File: config.mk
export PLATFORM = sky130hd
export DESIGN_NAME = fetch_unit
export DESIGN_NICKNAME = d
export VERILOG_FILES = /design/src/rtl/fetch_unit.sv
export SDC_FILE = /design/constraint.sdc
export NUM_CORES = 1
export LEC_CHECK = 0
export BUFFER_PORTS_ARGS = -buffer_cell sky130_fd_sc_hd__buf_2
export CORE_ASPECT_RATIO = 0.75
export CORE_UTILIZATION = 48
export DETAILED_ROUTE_END_ITERATION = 8
export GPL_ROUTABILITY_DRIVEN = 0
export PLACE_DENSITY_LB_ADDON = 0.3
export RECOVER_POWER = 50
export SYNTH_ARGS = -nofsm -noshare
export SYNTH_HDL_FRONTEND = slang
export SYNTH_SLANG_ARGS = --single-unit
File: constraint.sdc
create_clock -name clk -period 2.8 [get_ports clk]
set_clock_uncertainty 0.15 [all_clocks]
set_input_delay 0.56 -clock clk [delete_from_list [all_inputs] [get_ports clk]]
set_output_delay 0.56 -clock clk [all_outputs]
set_load 0.02 [all_outputs]
File: src/rtl/fetch_unit.sv
// Instruction fetch stage: keeps the PC, reads instruction memory combinationally
// and registers one instruction at a time toward decode, with redirect and range fault.
module fetch_unit #(
  parameter logic [31:0] RESET_PC  = 32'h0000_0000,
  parameter int          MEM_WORDS = 256
) (
  input  logic        clk,
  input  logic        reset,
  output logic [31:0] imem_addr,
  input  logic [31:0] imem_rd,
  input  logic        branch_taken,
  input  logic [31:0] branch_target,
  input  logic        instr_ready,
  output logic        instr_valid,
  output logic [31:0] instr,
  output logic [31:0] instr_pc,
  output logic [31:0] instr_pc8,
  output logic        fault,
  output logic [15:0] fetch_count
);

  localparam logic [32:0] PC_LIMIT    = 33'(MEM_WORDS) << 2;
  localparam logic [31:0] RESET_PC_AL = {RESET_PC[31:2], 2'b00};

  typedef enum logic [1:0] {BOOT, RUN, FAULT} state_t;

  state_t      r_state;
  state_t      w_state_nxt;
  logic [31:0] r_pc;
  logic        r_valid;
  logic [31:0] r_instr;
  logic [31:0] r_instr_pc;
  logic        r_fault;
  logic [15:0] r_count;

  logic        w_in_range;
  logic        w_load;
  logic        w_redirect;
  logic        w_drop;
  logic        w_fault_set;

  assign w_in_range = {1'b0, r_pc} < PC_LIMIT;

  always_ff @(posedge clk or negedge reset) begin
    if (!reset) r_state <= BOOT;
    else        r_state <= w_state_nxt;
  end

  // Redirect outranks everything in RUN; FAULT only lets the held word drain.
  always_comb begin
    w_state_nxt = r_state;
    w_load      = 1'b0;
    w_redirect  = 1'b0;
    w_drop      = 1'b0;
    w_fault_set = 1'b0;
    case (r_state)
      BOOT: w_state_nxt = RUN;
      RUN: begin
        if (branch_taken) begin
          w_redirect = 1'b1;
        end else if (!w_in_range) begin
          w_state_nxt = FAULT;
          w_fault_set = 1'b1;
          w_drop      = r_valid && instr_ready;
        end else if (!r_valid || instr_ready) begin
          w_load = 1'b1;
        end
      end
      FAULT: w_drop = r_valid && instr_ready;
      default: w_state_nxt = BOOT;
    endcase
  end

  always_ff @(posedge clk or negedge reset) begin
    if (!reset) begin
      r_pc       <= RESET_PC_AL;
      r_valid    <= 1'b0;
      r_instr    <= 32'h0;
      r_instr_pc <= 32'h0;
      r_fault    <= 1'b0;
      r_count    <= 16'h0;
    end else begin
      if (w_load) begin
        r_instr    <= imem_rd;
        r_instr_pc <= r_pc;
        r_valid    <= 1'b1;
        r_pc       <= r_pc + 32'd4;
        r_count    <= r_count + 16'd1;
      end else if (w_redirect) begin
        r_pc    <= branch_target & 32'hFFFF_FFFC;
        r_valid <= 1'b0;
      end else if (w_drop) begin
        r_valid <= 1'b0;
      end
      if (w_fault_set) r_fault <= 1'b1;
    end
  end

  assign imem_addr   = r_pc & 32'hFFFF_FFFC;
  assign instr_valid = r_valid;
  assign instr       = r_instr;
  assign instr_pc    = r_instr_pc;
  assign instr_pc8   = r_instr_pc + 32'd8;
  assign fault       = r_fault;
  assign fetch_count = r_count;

endmodule

; ---- Yosys cells after proc, flatten, opt, wreduce, memory -nomap -nowiden
; Cells that the tools add are included.
[totals]
out_inout_bits = 146
word_cells = 43
input_bits = 68
regBits = 116
[op_classes]
n_eq_ne = 4
n_mux = 20
n_lt_le_gt_ge = 1
add_sub_neg = 3
bitwise_logic = 1
reduce_logical = 7
[ops]
columns = op, n
row1 = $mux W32, 2
row2 = $add A32 B3 Y32 const B, 1
row3 = $add A32 B4 Y32 const B, 1
row4 = $lt A32 B11 Y1 const B, 1
row5 = $add A16 B1 Y16 const B, 1
row6 = $mux W1, 14
row7 = $pmux W2 S3, 1
row8 = $mux W2, 2
row9 = $ne A2 B2 Y1 const B, 2
row10 = $reduce_and A3 Y1, 1
row11 = $reduce_bool A3 Y1, 1
row12 = $eq A2 B1 Y1 const B, 1
row13 = $eq A2 B2 Y1 const B, 1
row14 = $logic_not A2 Y1, 1
row15 = $pmux W1 S2, 1
row16 = $reduce_bool A2 Y1, 1
row17 = $logic_and A1 B1 Y1, 1
row18 = $logic_not A1 Y1, 1
row19 = $logic_or A1 B1 Y1, 1
row20 = $not A1 Y1, 1

; ---- Longest topological paths before layout
; Gate-level depths: netlist of run 1.
[logic_depth]
depth_word = 7
ltp_mapped = 9
mapped_depth_nobuf = 7

; ---- Worst setup path after synthesis of run 1
; OpenSTA, ideal clock, no wires.
[synth_path]
kind = reg-to-output
startpoint = register r_instr_pc[5], in the netlist instr_pc[5]
endpoint = output instr_pc8[24]
slack_ns = 0.150
stages_incl_launch_ff = 6
arrival_time_ns = 1.940
n_path_buf = 1
path_cell_list = dfrtp_1 > and4_1 > buf_2 > nand3_1 > or4_1 > xnor2_1
[synth_between]
elab_chain_len = 1
[synth_lines]
columns = item, line
row1 = from (decl), 32  ; logic [31:0] r_instr_pc;
row2 = from (signal assigned), 85  ; r_instr_pc <= r_pc;
row3 = $add A32 B4 Y32, 103  ; assign instr_pc8 = r_instr_pc + 32'd8;
row4 = to (decl), 17  ; output logic [31:0] instr_pc8,
; No other way between the ends.

; ---- Worst setup path after layout of run 1
[layout_path]
startpoint = register r_instr_pc[4], in the netlist instr_pc[4]
endpoint = output instr_pc8[25]
; The elaborated chain is that of the path after synthesis.

==> results.py, run 1 <==
metrics = {
    "outcome": {
        "outcome": "completed",
    },
    "power_and_ir_drop": {
        "p_leak_nw": 3.65,
        "p_int_mw": 3.02,
        "p_per_area_nw_per_um2": 703,
        "combPwrFrac_pct": 26.8,
        "swShare_pct": 35.8,
        "ir_drop_v": 0.000618,
        "p_sw_mw": 1.68,
        "seqPwrFrac_pct": 45.7,
        "p_clk_share_pct": 27.4,
    },
    "layout": {
        "finalNonFillerCells": 891,
        "diodes": 0,
        "fin_area_sq_um": 6690,
        "area.growth.synth_to_final_pct": 30.0,
        "drive_above_1_share_pct": 31.7,
        "fillers": 875,
        "fin_nets": 824,
    },
    "synth": {
        "ys_warn_count": 0,
        "synth.distinct_cells": 43,
        "ys_seq_elements": 112,
        "netlist_area_sq_um": 5140,
        "avgSynthCellArea_sq_um": 9.63,
        "synth_edf_count": 0,
        "synthArstFlopShare_pct": 100,
        "synth_flop_cell": "dfrtp_1",
        "synth-seq-area-share_pct": 54.5,
        "syn_inst": 534,
    },
    "drt": {
        "wl_met2_microns": 6120,
        "routed_wl_microns": 12600,
        "ant_nets": 0,
        "dr.pass1.iters": 4,
        "vias_per_cell": 4.91,
        "vias": 4376,
        "top_layer_used": "met4",
        "wl_met1_microns": 5610,
        "wl_per_cell_microns": 14.1,
        "drc": 0,
        "met3_length_microns": 760,
        "drtIter0Drc": 179,
    },
    "floorplan": {
        "die_y_microns": 91.6,
        "io_pins": 214,
        "row_count": 32,
        "start_util_pct": 49.8,
        "core_sq_um": 10300,
        "die_w_microns": 122,
        "dieArea_sq_um": 11100,
    },
    "hold_path": {
        "hold_path.class": "in -> reg",
    },
    "clock_network": {
        "cts.sinks": 112,
        "cts_tree": "built",
        "worst_skew_pair.late_latency_ns": 0.34,
        "clk_path_buf_depth": 2,
        "root_buffer": "clkbuf_16",
        "cts_made_buffers": 9,
        "cts_max_level": 3,
        "path_clk_slew_ns": 0.07,
    },
    "grt": {
        "grt_pass1_vias": 4032,
        "antenna_found_initial": 0,
        "grt_max_degree": 51,
        "grt_util_all_layers_pct": 22.7,
        "overflow": 0,
        "grt_pass1_wl_microns": 19800,
    },
    "timing": {
        "tns_ns": 0,
        "hold_violations": 0,
        "fin_crit_sh_pct": 96.6,
        "setup_ws_ns": 0.0949,
        "worst_pin_slew_ns": 0.891,
        "setup_violations": 0,
        "relSlewSlack_pct": 40.5,
        "fmax_mhz": 370,
        "fin_crit_ns": 2.71,
        "slew_viol_final": 0,
    },
    "placed_design": {
        "dp_hpwl_microns": 9150,
        "numPortBuffers": 205,
        "dp_cells": 863,
        "postPlaceCellArea_sq_um": 6300,
        "dp_slack_ns": 0.201,
    },
    "worst_setup_path": {
        "crit_required_ns": 2.09,
        "arrival_ns": 2.00,
        "startpoint_type": "flip-flop",
        "setup.worst_path.end_class": "primary output",
        "critical_path_class": "reg -> out",
        "critPathMaxFanout": 7,
    },
    "job": {
        "cap_viol_max_count": 0,
    },
}
flip-flops by register name, summed over array words and instances (netlist names):
register / cells
fetch_count: 16
instr_valid: 1
instr_pc: 30
fault: 1
instr: 32
r_pc: 30
r_state: 2
repair_timing:
action,CTS,global route
hold endpoints to repair,9,0
pin swaps,1,1
endpoints found under the setup margin,8,9
resized for setup,7,11
hold buffers,1,0
buffers inserted,3,8
metal layers:
| layer | GRT usage [%] | up-vias |
|---|---|---|
| li1 | - | 2140 |
| met1 | 30.8 | 2088 |
| met2 | 36.8 | 138 |
| met3 | 5.53 | 10 |
| met4 | 4.94 | 0 |
| met5 | 0 | - |
layout make-up:
type / count / area [sq um] / area share [%]
Tap cell: 136 / 170 / 2.55
Timing Repair Buffer: 227 / 1160 / 17.4
Multi-Input combinational cell: 392 / 2220 / 33.1
Clock inverter: 6 / 68.8 / 1.03
Inverter: 8 / 30.0 / 0.449
Clock buffer: 10 / 229 / 3.43
Sequential cell: 112 / 2810 / 42.0
cells by family (layout without fill, tap and decap cells):
family | Yosys count | count (layout) | share of synthesized area [%]
XOR/XNOR | 42 | 42 | 7.15
adder cells (fa/ha/maj) | 6 | 6 | 1.46
buffers and inverters | 35 | 251 | 3.48
AO/OA/AOI/OAI | 24 | 24 | 3.43
flip-flops | 112 | 112 | 54.5
other | 1 | 6 | 0.0729
multiplexers | 6 | 6 | 1.24
AND/OR/NAND/NOR | 308 | 308 | 28.7
critical path, cell delays in order, from the launching register on:
cell and delay [ns]:
dfrtp_2 0.46, ha_2 0.27, nand4_1 0.24, nor2_2 0.23
nand4_1 0.13, xnor2_1 0.15, buf_2 0.18
stage by stage:
step | utilization [%] | total power, mW | hold slack (ns)
floorplan | - | 2.96 | 0.114
finish | 64.7 | 4.70 | 0.258
CTS | 64.4 | 4.74 | 0.246
global route | 64.7 | 4.96 | 0.248
global placement | 61.0 | 3.40 | 0.266
detailed placement | 61.0 | 3.45 | 0.268
Yosys cell counts (4+ instances only):
library cell,n,area share [%]
nand2_1,206,15
dfrtp_1,112,55
xnor2_1,32,5.5
and2_1,23,2.8
nand3_1,22,2.1
nor2_1,16,1.2
clkbuf_1,10,0.73
nand4_1,10,1.2
xor2_1,10,1.7
buf_2,8,0.78
buf_4,8,1.2
inv_1,8,0.58
ha_1,6,1.5
o21ai_0,6,0.58
and3_1,5,0.61
and4_1,5,0.85
nor4_4,5,2.1
a21o_1,4,0.58
nor3_1,4,0.39
path summary, 6_finish.rpt:
path                                   start  depth (start not counted)             end  slack [ns]
hold / removal             branch_target[21]                          3        r_pc[21]        0.26
setup / recovery                 instr_pc[4]                          6   instr_pc8[25]        0.09
max in group asynchronous              reset                          3        r_pc[13]        0.68
setup reg to reg                  r_state[1]                          8       instr[19]        0.46
min in group asynchronous              reset                          2  fetch_count[8]        0.64
hold reg to reg                    instr[10]                          2       instr[10]        0.31
power by group through the flow:
stage	registers (mW)	clock network [mW]	logic (mW)
2_1_floorplan	2.43	0	0.531
3_3_place_gp	2.16	0	1.24
3_5_place_dp	2.18	0	1.27
4_1_cts	2.15	1.31	1.29
5_1_grt	2.19	1.38	1.38
6_report	2.15	1.29	1.26
cell usage in the layout (no fill, tap or decap), drive strengths merged, types with 2 or more instances in the layout:
cell type	Yosys	layout
clkinv	0	3
or3	2	2
conb	1	6
ha	6	6
and2	23	23
nand3	22	22
clkbuf	10	45
inv	8	9
a32oi	2	2
nor3	5	5
nor2	16	16
o21ai	9	9
mux2	3	3
nor4	7	7
o211ai	2	2
xor2	10	10
nand2	207	207
mux2i	3	3
dfrtp	112	112
and3	5	5
nand4	11	11
buf	17	191
and4	5	5
xnor2	32	32
nand2b	3	3
a21o	4	4
No activity file was read; power rests on OpenSTA's default activity.
==> run 2, diff against run 1 <==
--- a/config.mk
+++ b/config.mk
@@ -6,8 +6,9 @@
 export NUM_CORES = 1
 export LEC_CHECK = 0
 export BUFFER_PORTS_ARGS = -buffer_cell sky130_fd_sc_hd__buf_2
-export CORE_ASPECT_RATIO = 0.75
+export CORE_ASPECT_RATIO = 1.2
 export CORE_UTILIZATION = 48
+export CTS_CLUSTER_DIAMETER = 40
 export DETAILED_ROUTE_END_ITERATION = 8
 export GPL_ROUTABILITY_DRIVEN = 0
 export PLACE_DENSITY_LB_ADDON = 0.3
==> run 2 against run 1 <==
  * The run now ends with capacitance limit, slew limit left
  * Sequential power about the same
  * Worst hold slack got worse by 0.014 ns
  * Routed wire length decreased by 0.56%
==> results.py, run 2 (synthesized netlist as in run 1, its figures left out) <==
metrics = {
    "outcome": {
        "outcome": "complete, but fails checks",
        "violations": "capacitance limit, slew limit",
    },
    "floorplan": {
        "dieArea_sq_um": 11100,
        "start_util_pct": 49.1,
        "core_sq_um": 10500,
        "io_pins": 214,
        "row_count": 41,
        "die_w_microns": 96.5,
        "die_y_microns": 115,
    },
    "drt": {
        "drtIter0Drc": 172,
        "vias": 4384,
        "wl_per_cell_microns": 14.3,
        "ant_nets": 0,
        "drc": 0,
        "routed_wl_microns": 12500,
        "dr.pass1.iters": 4,
        "vias_per_cell": 5.00,
    },
    "power_and_ir_drop": {
        "combPwrFrac_pct": 26.6,
        "ir_drop_v": 0.000534,
        "power.total_mw": 4.64,
        "p_leak_nw": 3.48,
        "p_per_area_nw_per_um2": 706,
        "seqPwrFrac_pct": 46.4,
        "p_clk_share_pct": 27.0,
        "swShare_pct": 35.8,
        "p_int_mw": 2.98,
        "p_sw_mw": 1.66,
    },
    "clock_network": {
        "root_buffer": "clkbuf_16",
        "cts_max_level": 3,
        "path_clk_slew_ns": 0.07,
        "cts_made_buffers": 9,
        "worst_skew_pair.late_latency_ns": 0.35,
        "cts.sinks": 112,
        "cts_tree": "built",
        "clk_path_buf_depth": 2,
    },
    "hold_path": {
        "hold_end": "r_pc[25]",
        "hold_path.class": "in -> reg",
        "whs_path_depth": 3,
        "worstHoldStart": "branch_target[25]",
    },
    "timing": {
        "hold_violations": 0,
        "relSlewSlack_pct": -41.5,
        "rsz0062_at_grt": "yes",
        "tns_ns": 0,
        "fin_crit_sh_pct": 97.5,
        "slew_viol_final": 38,
        "fmax_mhz": 366,
        "setup_violations": 0,
        "worst_pin_slew_ns": 2.12,
        "fin_crit_ns": 2.73,
    },
    "layout": {
        "largest_reg_flops": 32,
        "diodes": 0,
        "fin_area_sq_um": 6570,
        "fin_nets": 817,
        "area.growth.synth_to_final_pct": 27.8,
        "layout_common_cells": "nand2_1 (206), buf_2 (134), dfrtp_1 (109)",
        "drive_above_1_share_pct": 25.8,
        "final_common_cell": "nand2_1",
    },
    "grt": {
        "grt_max_degree": 48,
        "antenna_found_initial": 0,
        "grt_util_all_layers_pct": 22.5,
        "grt_pass1_wl_microns": 19000,
        "grt_pass1_vias": 4028,
        "overflow": 0,
    },
    "job": {
        "cap_viol_max_count": 1,
    },
    "worst_setup_path": {
        "startpoint_type": "flip-flop",
        "setup.worst_path.end_class": "primary output",
        "timing.rr.end": "instr[10]",
        "critPathMaxFanout": 6,
        "crit_required_ns": 2.09,
        "r2r_cells": 8,
        "arrival_ns": 2.02,
        "timing.rr.start": "r_state[1]",
        "ff2ff_setup_slack_ns": 0.47,
        "critical_path_class": "reg -> out",
    },
    "placed_design": {
        "postPlaceCellArea_sq_um": 6320,
        "dp_hpwl_microns": 9240,
        "numPortBuffers": 205,
    },
}
## run 2: changes by cell type in the layout (fill, tap and decap cells not counted), sizes merged
cell	previous run	this run
buf	191	151
clkbuf	45	81
clkinvlp	1	0
dlygate4sd3	1	0
inv	9	8
## run 2: worst max-delay path: stages, from the launching register on
cell     delay [ns]
dfrtp_2        0.42
and4_4         0.27
nand4_1        0.23
nor2_2         0.28
nand4_1        0.15
xnor2_1        0.16
buf_4          0.16
## run 2: metal layers
metal / GRT usage, % / vias up / wire length (microns)
met5: 0 / - / 0
met4: 10.8 / 0 / 293
met3: 5.09 / 22 / 749
met2: 36.9 / 140 / 6270
met1: 27.7 / 2087 / 5220
li1: - / 2135 / -
## run 2: worst max path at each step
stage                      start       endpoint  cells after the start
detailed placement   instr_pc[6]  instr_pc8[24]                      5
global placement     instr_pc[6]  instr_pc8[24]                      5
floorplan            instr_pc[5]  instr_pc8[24]                      5
global route         instr_pc[7]  instr_pc8[25]                      6
CTS                 instr_pc[10]  instr_pc8[25]                      6
finish              instr_pc[10]  instr_pc8[25]                      6
## run 2: layout make-up
class | count | area [sq um]
Clock buffer | 12 | 236
Clock inverter | 4 | 45.0
Timing Repair Buffer | 220 | 1080
Multi-Input combinational cell | 392 | 2210
Inverter | 8 | 30.0
Tap cell | 129 | 161
Sequential cell | 112 | 2810
Fill cell | 921 | 3890
## run 2: repair_timing
item | 4_1_cts | 5_1_grt
pin swaps | 0 | 3
hold buffers | 0 | 0
setup buffers | 1 | 1
resized for setup | 4 | 12
endpoints found under the hold margin | 0 | 0
setup endpoints to repair | 4 | 8
## run 2: stage by stage
step | instances | hold WS (ns) | worst slack [ns] | util, %
2_1_floorplan | 539 | 0.114 | 0.150 | -
3_3_place_gp | 859 | 0.296 | 0.293 | 60.4
3_5_place_dp | 859 | 0.304 | 0.261 | 60.4
4_1_cts | 876 | 0.0355 | 0.0289 | 63.3
5_1_grt | 877 | 0.247 | -0.0266 | 62.8
6_report | 877 | 0.244 | 0.0698 | 62.8
## run 2: power groups by stage
stage	sequential, mW	combinational (mW)	clock, mW
after floorplan	2.43	0.531	0
after global placement	2.16	1.24	0
after detailed placement	2.18	1.28	0
after CTS	2.15	1.29	1.28
after global routing	2.20	1.36	1.34
final	2.16	1.23	1.25
